==> config.mk <==
export PLATFORM = sky130hd
export DESIGN_NAME = pixel_queue
export DESIGN_NICKNAME = d
export VERILOG_FILES = /design/src/rtl/duck_hunt_pkg.sv /design/src/rtl/pixel_ram.sv /design/src/rtl/pixel_queue.sv
export SDC_FILE = /design/constraint.sdc
export NUM_CORES = 1
export LEC_CHECK = 0
export CAP_MARGIN = 5
export CORE_MARGIN = 3
export CORE_UTILIZATION = 54
export DETAILED_ROUTE_END_ITERATION = 12
export GPL_TIMING_DRIVEN = 0
export PLACE_DENSITY_LB_ADDON = 0.08
export SYNTH_ARGS = -nofsm -noshare
export SYNTH_HDL_FRONTEND = slang
export SYNTH_SLANG_ARGS = --single-unit
==> constraint.sdc <==
create_clock -name clock -period 2.7 [get_ports clock]
set_clock_uncertainty 0.05 [all_clocks]
set_input_delay 0.54 -clock clock [delete_from_list [all_inputs] [get_ports clock]]
set_output_delay 0.54 -clock clock [all_outputs]
set_load 0.005 [all_outputs]
==> src/rtl/duck_hunt_pkg.sv <==
// ----------------------------------------------------------------------------
// duck_hunt_pkg
//   Items shared across the duck hunt video path.
//     SCREEN_W / SCREEN_H : visible frame buffer size in pixels (160 x 120)
//     COL_BLACK/COL_WHITE : 3-bit colour constants used by the draw logic
//     pixel_t             : packed {x, y, colour} pixel request
//     on_screen()         : true when a coordinate lies inside the frame
// ----------------------------------------------------------------------------
package duck_hunt_pkg;

    localparam int SCREEN_W = 160;
    localparam int SCREEN_H = 120;

    localparam logic [2:0] COL_BLACK = 3'b000;
    localparam logic [2:0] COL_WHITE = 3'b111;

    localparam int PIX_X_W = 8;
    localparam int PIX_Y_W = 7;
    localparam int PIX_C_W = 3;

    typedef struct packed {
        logic [PIX_X_W-1:0] x;
        logic [PIX_Y_W-1:0] y;
        logic [PIX_C_W-1:0] colour;
    } pixel_t;

    // Coordinates arrive zero-extended, so the wrapped "x - 5" and the idle
    // all-ones x both show up here as large values and fail the test.
    function automatic logic on_screen(input int px, input int py);
        return (px < SCREEN_W) && (py < SCREEN_H);
    endfunction

endpackage

==> src/rtl/pixel_ram.sv <==
// ----------------------------------------------------------------------------
// pixel_ram
//   DEPTH-entry simple dual-port storage for queued pixel requests.
//   Parameters:
//     DEPTH : number of entries (power of two)
//     T     : entry type, pixel_t by default
//   Ports:
//     clock : write clock
//     we    : write enable
//     waddr : write address (queue write pointer)
//     wdata : entry written on the rising edge when we is high
//     raddr : read address (queue read pointer)
//     rdata : entry at raddr, available combinationally
// ----------------------------------------------------------------------------
module pixel_ram
    import duck_hunt_pkg::*;
#(
    parameter int  DEPTH = 16,
    parameter type T     = pixel_t,
    localparam int AW    = $clog2(DEPTH)
) (
    input  logic          clock,
    input  logic          we,
    input  logic [AW-1:0] waddr,
    input  T              wdata,
    input  logic [AW-1:0] raddr,
    output T              rdata
);

    T mem [DEPTH];

    // Contents are never reset: only entries between the pointers are ever
    // read, and the pointers themselves are reset in the queue.
    always_ff @(posedge clock) begin
        if (we) begin
            mem[waddr] <= wdata;
        end
    end

    // The head is read asynchronously so a pop can register it on the same
    // edge, keeping accept-to-plot latency at two edges.
    assign rdata = mem[raddr];

endmodule

==> src/rtl/pixel_queue.sv <==
// ----------------------------------------------------------------------------
// pixel_queue
//   Buffers bursty pixel writes from the draw controllers and replays them to
//   the vga_adapter write port at up to one pixel per enabled cycle.
//
//   Optional feature macro: PIXEL_QUEUE_CLIP_EN
//     defined   : off-screen requests are handshaken but discarded and
//                 counted in 'dropped' (saturating at 255)
//     undefined : every accepted request is stored, 'dropped' is 0
//
//   Ports:
//     clock      : system clock
//     resetn     : asynchronous active-low reset
//     flush      : synchronous clear of all queued entries
//     in_valid   : request present       in_ready : queue can accept
//     in_x/in_y/in_colour : request fields
//     out_enable : adapter may take a pixel this cycle
//     plot/x/y/colour     : registered adapter write port
//     level      : current occupancy (0..DEPTH)
//     dropped    : saturating count of clipped requests
// ----------------------------------------------------------------------------
module pixel_queue
    import duck_hunt_pkg::*;
#(
    parameter int  DEPTH = 16,
    parameter int  X_W   = 8,
    parameter int  Y_W   = 7,
    parameter int  C_W   = 3,
    localparam int AW    = $clog2(DEPTH),
    localparam int LW    = AW + 1
) (
    input  logic           clock,
    input  logic           resetn,
    input  logic           flush,
    input  logic           in_valid,
    output logic           in_ready,
    input  logic [X_W-1:0] in_x,
    input  logic [Y_W-1:0] in_y,
    input  logic [C_W-1:0] in_colour,
    input  logic           out_enable,
    output logic           plot,
    output logic [X_W-1:0] x,
    output logic [Y_W-1:0] y,
    output logic [C_W-1:0] colour,
    output logic [LW-1:0]  level,
    output logic [7:0]     dropped
);

    typedef struct packed {
        logic [X_W-1:0] x;
        logic [Y_W-1:0] y;
        logic [C_W-1:0] colour;
    } entry_t;

    localparam logic [LW-1:0] FULL_LEVEL = LW'(DEPTH);

    logic [AW-1:0] wr_ptr;
    logic [AW-1:0] rd_ptr;
    entry_t        wr_entry;
    entry_t        head;
    logic          accept;
    logic          clipped;
    logic          push;
    logic          pop;

    // Ready depends only on registered occupancy, so a full queue refuses a
    // request even when it is popping on the same edge.
    assign in_ready = (level != FULL_LEVEL) && !flush;
    assign accept   = in_valid && in_ready;
    assign push     = accept && !clipped;

    // An empty queue never pops, so a fresh entry always waits one edge.
    assign pop      = (level != '0) && out_enable && !flush;

    assign wr_entry = '{x: in_x, y: in_y, colour: in_colour};

`ifdef PIXEL_QUEUE_CLIP_EN
    assign clipped = !on_screen(int'(in_x), int'(in_y));

    // Counts requests that were handshaken but discarded; holds at 255.
    always_ff @(posedge clock or negedge resetn) begin
        if (!resetn) begin
            dropped <= '0;
        end else if (accept && clipped && (dropped != 8'hFF)) begin
            dropped <= dropped + 8'd1;
        end
    end
`else
    assign clipped = 1'b0;
    assign dropped = '0;
`endif

    pixel_ram #(
        .DEPTH (DEPTH),
        .T     (entry_t)
    ) u_ram (
        .clock (clock),
        .we    (push),
        .waddr (wr_ptr),
        .wdata (wr_entry),
        .raddr (rd_ptr),
        .rdata (head)
    );

    // Pointers wrap naturally at DEPTH; level is tracked separately so full
    // and empty are unambiguous. Flush wins over any push or pop.
    always_ff @(posedge clock or negedge resetn) begin
        if (!resetn) begin
            wr_ptr <= '0;
            rd_ptr <= '0;
            level  <= '0;
        end else if (flush) begin
            wr_ptr <= '0;
            rd_ptr <= '0;
            level  <= '0;
        end else begin
            if (push) begin
                wr_ptr <= wr_ptr + 1'b1;
            end
            if (pop) begin
                rd_ptr <= rd_ptr + 1'b1;
            end
            if (push && !pop) begin
                level <= level + 1'b1;
            end else if (pop && !push) begin
                level <= level - 1'b1;
            end
        end
    end

    // Adapter port: plot is a one-cycle strobe per popped entry, while the
    // coordinates and colour keep their last values between pops.
    always_ff @(posedge clock or negedge resetn) begin
        if (!resetn) begin
            plot   <= 1'b0;
            x      <= '0;
            y      <= '0;
            colour <= '0;
        end else begin
            plot <= pop;
            if (pop) begin
                x      <= head.x;
                y      <= head.y;
                colour <= head.colour;
            end
        end
    end

endmodule

Word-level counts from Yosys, hierarchy flattened

Memories as Yosys holds them, arrays and structs flattened. A register that Yosys moved wholly into a read port is not among the register bits.
Index checks and enable logic that the tools add are counted.
Widths: inputs -> output; s select.

Bits in registers: 14
Latch bits: 0
Bits in writable memories: 288
Bits in read-only memories: 0
Input bits: 23
Output and inout port bits: 33
Memories: 1

Add/sub/neg operators: 4
Multipliers: 0
Divide/modulo/power cells: 0
$lt $le $gt $ge: 0
Eq/ne operators: 1
Shift-type cells: 0
Multiplexer cells: 9
Bitwise logic cells: 0
Reductions and logical operators: 14

Memory list:

| name      | depth | width | rd ports | clocked after Yosys merged registers in | wr ports | RTL line        | text |
|---|---|---|---|---|---|---|---|
| u_ram.mem | 16    | 18    | 1        | 1                                       | 1        | pixel_ram.sv:30 | `T mem [DEPTH];` |

Operator list:

| cell                | number |
|---|---|
| $mux 4              | 4 |
| $mux 5              | 3 |
| $add 4x1->4 const B | 2 |
| $logic_and 1x1->1   | 6 |
| $add 5x1->5 const B | 1 |
| $ne 5x5->1 const B  | 1 |
| $reduce_bool 5->1   | 1 |
| $sub 5x1->5 const B | 1 |
| $logic_not 1->1     | 4 |
| $reduce_bool 2->1   | 2 |
| $reduce_bool 3->1   | 1 |
| $mux 1              | 2 |

Logic depth before layout (Yosys ltp)

Word-level depth: 8
Mapped depth: 9

Cells and area by module

Synthesis repeated with hierarchy kept, for this count alone.

Cell total of the unflattened synthesis: 589
Area total of the unflattened synthesis: 12,562.0 um^2

Modules (own cells, without submodules):

| module      | times used | cells an instance | area an instance (um^2) |
|---|---|---|---|
| pixel_ram   | 1          | 464               | 10,963.0 |
| pixel_queue | 1          | 125               | 1,599.0 |

Worst setup path before layout

No wires, ideal clock.

Path kind: register to register
From: reg level[1]
To: reg level[4]
Library setup time: 0.082 ns
Arrival time: 2.671 ns
Path slack: -0.103 ns
Cell stages (with the launch flop): 9
Buffers on the path: 0
Clock period less this slack: 2.803 ns
Cells stage by stage: dfrtp_1 -> or4_4 -> o21ai_2 -> o21ai_0 -> fa_1 -> a21o_1 -> a2111oi_0 -> o21ai_0 -> a31oi_1

Longest elaborated chain between the ends: 7
Elaborated cells on any way between the ends: 16

RTL lines:

| item                                                | RTL line           | text |
|---|---|---|
| from (decl)                                         | pixel_queue.sv:45  | `output logic [LW-1:0] level,` |
| from (signal assigned)                              | pixel_queue.sv:124 | `level <= level + 1'b1;` |
| from (signal assigned)                              | pixel_queue.sv:126 | `level <= level - 1'b1;` |
| branches (longest 7 deep; another with $sub 5x1->5) | -                  |  |

Several ways; the timed one is not identified. The select of a mux whose other input is x is not followed.
A chain may end at the register's enable or synchronous reset.

Worst setup path after layout

From: reg level[0]
To: reg level[4]

Same word-level chain as after synthesis.

==> impl_metrics.py <==
metrics = {
    "worst_setup_path": {
        "crit_family": "compound AO/OA/AOI/OAI gates",
        "start_kind": "register",
        "r2r_setup_slack_ps": -20,
        "end_kind": "register",
        "path_cells": "or4_4 -> o21ai_4 -> o21ai_4 -> fa_2 -> a21o_1 -> a2111oi_4 -> o21ai_1 -> a31oi_1",
        "crit_required_ps": 3050,
        "critPathMostFrequentCell": "o21ai_4",
        "arrival_ps": 3080,
        "critPathKind": "reg -> reg",
        "cpPeakStageDelay_ps": 600,
        "r2r_end": "level[4]",
        "cpMaxStageDelayCell": "or4_4",
        "worstReg2RegStart": "level[0]",
        "path_buf_inv": 0,
        "critPathMaxFanout": 6,
        "r2r_cells": 8,
    },
    "outcome": {
        "outcome": "finished with violations",
        "violations": "setup timing",
    },
    "pwr": {
        "comb_power_share_pct": 14.9,
        "p_leak_uw": 0.00473,
        "p_int_uw": 8980,
        "p_switching_uw": 2830,
        "power_density_nw_per_um2": 807,
        "swShare_pct": 24.0,
        "vdd_drop_max_uv": 639,
        "power_frac_seq_pct": 49.5,
        "power_frac_clock_pct": 35.7,
    },
    "logic_synthesis": {
        "syn_area_um2": 12600,
        "yosys_register_bits": 320,
        "synth_commonest_cells": "edfxtp_1, mux4_2, o22ai_1, dfrtp_1, a21oi_1",
        "synth_top_area_cell": "edfxtp_1",
        "synthTopCellsByArea": "edfxtp_1, mux4_2, dfrtp_1",
        "yosys.area.top_type_share_pct": 68.8,
        "yosys_warnings": 0,
        "synth-async-reset-ratio_pct": 10.0,
        "ys_seq_area_share_pct": 75.2,
        "synth_cell_types": 50,
        "synthFlopType": "edfxtp_1",
        "synth.most_common_cell": "edfxtp_1",
        "avgSynthCellArea_um2": 20.7,
        "synth_edf_count": 288,
        "synthCells": 606,
    },
    "route": {
        "vias_per_cell": 5.87,
        "drt-initial-drc-count": 497,
        "num_vias": 6097,
        "wl_per_cell_um": 24.4,
        "drtAntennaViolNets": 0,
        "post-route-drc-count": 0,
        "drt_wl_total_um": 25300,
        "dr.pass1.iters": 5,
    },
    "layout": {
        "fin_nets": 736,
        "design_area_um2": 14600,
        "drive_gt1_share_pct": 26.4,
        "finalNonFillerCells": 1039,
        "fill_cells": 1556,
        "syn2layout_area_growth_pct": 16.6,
        "finish.utilization_pct": 64.3,
        "antennaDiodeCount": 0,
    },
    "timing": {
        "timing.setup.tns_ps": -23.3,
        "hold_viol": 0,
        "post-route-min-period_ps": 2720,
        "rsz0062_at_grt": "yes",
        "fmax_mhz": 367,
        "period_share_pct": 101,
        "setup_ws_ps": -23.3,
        "worst_pin_slew_ps": 1110,
        "slew_violations": 0,
        "slew_headroom_pct": 25.8,
        "setup_viol": 1,
    },
    "placement": {
        "io_buffers": 45,
        "pre_cts_slack_ps": -790,
        "dp_cells": 975,
        "dpl-instance-area_um2": 13500,
        "gp_congestion": 0.830,
        "hpwl_um": 16000,
    },
    "clock_network": {
        "cts_buffers": 34,
        "clk_latency_ps": 500,
        "cts.sinks": 320,
        "cts_root_buf": "clkbuf_16",
        "clk_pin_slew_ps": 60,
        "cts_tree": "built",
        "clockBufferDepth": 3,
        "cts_max_level": 2,
        "cts_hold_buf": 0,
    },
    "floorplan": {
        "dieHeight_um": 159,
        "fp-row-count": 55,
        "start_util_pct": 55.2,
        "fp.dieW_um": 159,
        "die_area_um2": 25100,
        "io_pins": 56,
        "core_area_um2": 22800,
    },
    "run": {
        "drv_cap": 0,
    },
    "min_path": {
        "min_path_type": "in -> async",
    },
    "grt": {
        "antenna_found_initial": 0,
        "grt_max_degree": 33,
        "grt_pass1_vias": 6470,
        "grtUsageTotal_pct": 21.2,
        "grt_pass1_wl_um": 38700,
        "grt_overflow": 0,
    },
}
cell type report:
| class | count | area (um2) | area share [%] |
|---|---|---|---|
| Buffer | 39 | 240 | 1.64 |
| Clock buffer | 48 | 925 | 6.31 |
| Clock inverter | 11 | 75.1 | 0.513 |
| Inverter | 10 | 37.5 | 0.256 |
| Multi-Input combinational cell | 244 | 2950 | 20.1 |
| Sequential cell | 320 | 9450 | 64.5 |
| Tap cell | 313 | 392 | 2.67 |
| Timing Repair Buffer | 54 | 579 | 3.95 |
routing by layer:
layer	global-route usage (%)	vias up	part of all wire [%]
li1	-	2692	-
met1	29.0	3200	42
met2	35.6	159	51
met3	3.64	46	4.8
met4	6.23	0	2.4
met5	0	-	0
registers in the layout, summed over array words and instances (netlist names):
name and count:
u_ram.mem 288, level 5, x 8, rd_ptr 4, plot 1, wr_ptr 4, colour 3, y 7
cells by family after synthesis:
group	Yosys count	share of synthesized area [%]
multiplexers	97	15.1
other	1	0.0298
buffers and inverters	49	2.19
adder cells (fa/ha/maj)	10	1.06
AO/OA/AOI/OAI	79	3.96
XOR/XNOR	4	0.279
AND/OR/NAND/NOR	46	2.17
flip-flops	320	75.2
timing repair:
item | CTS | global route
gates resized for setup | 15 | 9
setup buffers | 1 | 4
endpoints found under the setup margin | 155 | 174
gates cloned | 0 | 0
pin swaps | 1 | 8
power groups by stage:
stage | clock (uW) | combinational (uW) | sequential, uW
floorplan | 0 | 881 | 5890
global placement | 0 | 1580 | 5940
detailed placement | 0 | 1620 | 5950
CTS | 4310 | 1670 | 5850
global route | 4520 | 1910 | 5860
finish | 4210 | 1760 | 5840
metrics by stage:
step / hold WS [ps] / total power (uW)
6_report: 78.5 / 11800
3_3_place_gp: 484 / 7520
4_1_cts: 88.2 / 11800
2_1_floorplan: 194 / 6780
3_5_place_dp: 519 / 7570
5_1_grt: 131 / 12300
worst register-to-register path, delay by kind of cell (launching register included):
kind,cells,cell delay (ps)
DFF,1,450
AOI/OAI and AO/OA,6,1090
adders and majority gates,1,450
and+or+nand+nor,1,600
layout by cell type, fill, tap and decap left out, types with 4 or more instances in the layout:
cell type        count
and2_1               4
inv_1               10
clkbuf_1            26
nand3_1              5
and2_2               8
nor2_1               7
mux4_2              72
o22ai_1             36
clkbuf_16           35
nand2_1              4
ha_1                 8
edfxtp_1           288
buf_4               15
mux2_2              18
conb_1               8
mux2i_1              4
buf_2                9
buf_6                7
clkdlybuf4s50_1     43
dfrtp_1             30
clkinv_1             7
a21oi_1             21
worst max-delay path by stage:
stage	start	slack, ps	cells past startpoint	endpoint
CTS	level[1]	-70	8	level[4]
finish	level[0]	-20	8	level[4]
floorplan	level[1]	20	8	level[4]
global route	level[0]	-130	8	level[4]
detailed placement	in_valid	-790	6	u_ram.mem[3][6]
global placement	in_valid	-1280	6	u_ram.mem[7][5]
(Power assumes the default switching activity.)
==> RTL change: new RTL, same settings <==
Build with the macro `PIXEL_QUEUE_CLIP_EN` defined.
--- a/src/rtl/pixel_queue.sv
+++ b/src/rtl/pixel_queue.sv
@@ -19,6 +19,8 @@
 //     level      : current occupancy (0..DEPTH)
 //     dropped    : saturating count of clipped requests
 // ----------------------------------------------------------------------------
+`define PIXEL_QUEUE_CLIP_EN
+
 module pixel_queue
     import duck_hunt_pkg::*;
 #(
Formal check against the unedited RTL: not equivalent (Yosys sat finds a counterexample within 4 cycles, from zero or initial values and one cycle with resetn low).
==> RTL change against the unedited design <==
The flow still finishes with violations (setup timing); register-to-register slack worse by 20 ps; critical endpoint is now u_ram.mem[8][1]; cell area up 6.6%; via count is 7.8% higher; sequential cell count up 8; wire length is 11% higher; setup slack lost 67 ps; sequential power is 2% higher; highest routed layer unchanged; final cell count rose by 6.0%; global-route usage up 0.71 points; total power increased by 11%; synthesized area increased by 3.2%.
==> RTL change: results (changes against the unedited design) <==
stage	metric	value	unit	change
status	status	finished with violations		unchanged
status	violations	setup timing		unchanged
grt	antenna_found_initial	0		unchanged
grt	grt_pass1_wl	42170	µm	was 38670 µm
grt	grt_max_degree	28		was 33
place	port_buffers	55		was 45
synthesis	synthTopCellsByCount	edfxtp_1 (288), mux4_2 (72), dfrtp_1 (40), mux2i_1 (37), nand2_1 (29)		was edfxtp_1 (288), mux4_2 (72), o22ai_1 (36), dfrtp_1 (32), a21oi_1 (22)
synthesis	synthTopCellsByArea	edfxtp_1 (67%), mux4_2 (13%), dfrtp_1 (7.7%)		was edfxtp_1 (69%), mux4_2 (13%), dfrtp_1 (6.4%)
grt	grt_pass1_vias	6893		was 6470
power_and_ir_drop	leakage	5.105	nW	was 4.727 nW
route	wl_per_cell	25.50	µm	was 24.38 µm
clocking	htreeDepth	1		was 2
sta	setup_viol	125		was 1
critical_path	critPathLaunchType	primary input		was flip-flop
synthesis	yosysUniqueCellTypes	47		was 50
grt	grt_usage	21.87	%	was 21.16%
clocking	clk_latency	550	ps	was 500 ps
critical_path	cp.arrival	2990	ps	was 3080 ps
place	gp_congestion	0.7856		was 0.8301
synthesis	synth-seq-area-share	74.40	%	was 75.20%
sta	setup_slack	-90.63	ps	was -23.30 ps
place	place_ws	-1662	ps	was -790.2 ps
cells_and_area	layout-drive-gt1-share	29.96	%	was 26.45%
synthesis	async_reset_ff_share	12.20	%	was 10.00%
cells_and_area	final_nets	791		was 736
route	drt-initial-drc-count	552		was 497
route	vias_per_cell	5.969		was 5.868
place	dp_hpwl	17650	µm	was 15960 µm
route	firstDrtPassIters	7		was 5
clocking	cts_buffers	31		was 34
cells_and_area	reg_top3	u_ram.mem: 288 flops, dropped: 8 flops, x: 8 flops		was u_ram.mem: 288 flops, x: 8 flops, y: 7 flops
RTL change: cell types whose count changed after synthesis, sizes merged, moves of 9 or more:
cell,unedited run,this run
o22ai,36,0
nand2,4,30
a21oi,24,6
mux2i,4,37
o221ai,0,18
nand4,1,10
mux2,21,2
RTL change: cell type report:
| class | count | area, µm² |
|---|---|---|
| antenna | 1 | 2.502 |
| buffer | 28 | 165.2 |
| clock buffer | 39 | 815.8 |
| clock inverter | 18 | 186.4 |
| fill | 1556 | 7923 |
| inverter | 10 | 40.04 |
| multi-input combinational | 256 | 3248 |
| sequential | 328 | 9653 |
| tap | 319 | 399.1 |
| timing repair buffer | 102 | 1110 |
RTL change: kinds of logic after synthesis:
kind of cell | count (synthesis) | synth area share, %
DFF | 328 | 74.40
muxes | 111 | 15.53
AOI/OAI and AO/OA | 37 | 2.972
xor gates and xnor gates | 15 | 1.013
adders and majority gates | 11 | 1.119
buffers and inverters | 38 | 1.544
and+or+nand+nor | 82 | 3.415
RTL change: power by group:
| part | total [mW] | switching, mW | internal, mW |
|---|---|---|---|
| combinational | 2.89 | 1.39 | 1.50 |
| clock | 4.26 | 1.75 | 2.51 |
| sequential | 5.95 | 0.193 | 5.75 |
RTL change: worst paths after layout:
| kind | startpoint | endpoint | slack [ps] | depth (start not counted) |
|---|---|---|---|---|
| min reg2reg | y[2] | y[2] | 450 | 2 |
| max in group asynchronous | resetn | level[2] | 1640 | 3 |
| min | resetn | colour[1] | 420 | 2 |
| min in group clock | y[2] | y[2] | 450 | 2 |
| max | in_x[6] | u_ram.mem[8][1] | -90 | 7 |
| max reg2reg | level[1] | level[4] | -40 | 8 |
RTL change: timing repair:
item / 4_1_cts / 5_1_grt
hold endpoints to repair: 13 / 0
buffers inserted: 12 / 17
resized for setup: 29 / 12
hold buffers: 1 / 0
endpoints found under the setup margin: 298 / 189
pin swaps: 3 / 7
RTL change: worst max-delay path, cell delays in order:
cell	delay (ps)
dlygate4sd2_1	450
o21ai_2	310
and2_1	340
nand2_1	410
nor3b_2	480
and2_4	270
buf_12	160
RTL change: stage by stage:
step                      setup TNS, ps  power (mW)  cells
after global placement          -633280       8.671    996
after floorplan                  -50040       7.700    622
final                             -5900       13.10   1101
after global routing             -17470       13.65   1100
after CTS                        -14.48       13.12   1083
after detailed placement        -374860       8.760   1013
RTL change: layer usage:
metal	vias up	routed length, µm	share of wire [%]	GRT usage, %
li1	2826	-	-	-
met4	0	495	1.8	5.358
met2	217	13820	49	35.38
met3	39	1669	5.9	3.257
met1	3490	12080	43	32.21
met5	-	0	0	0
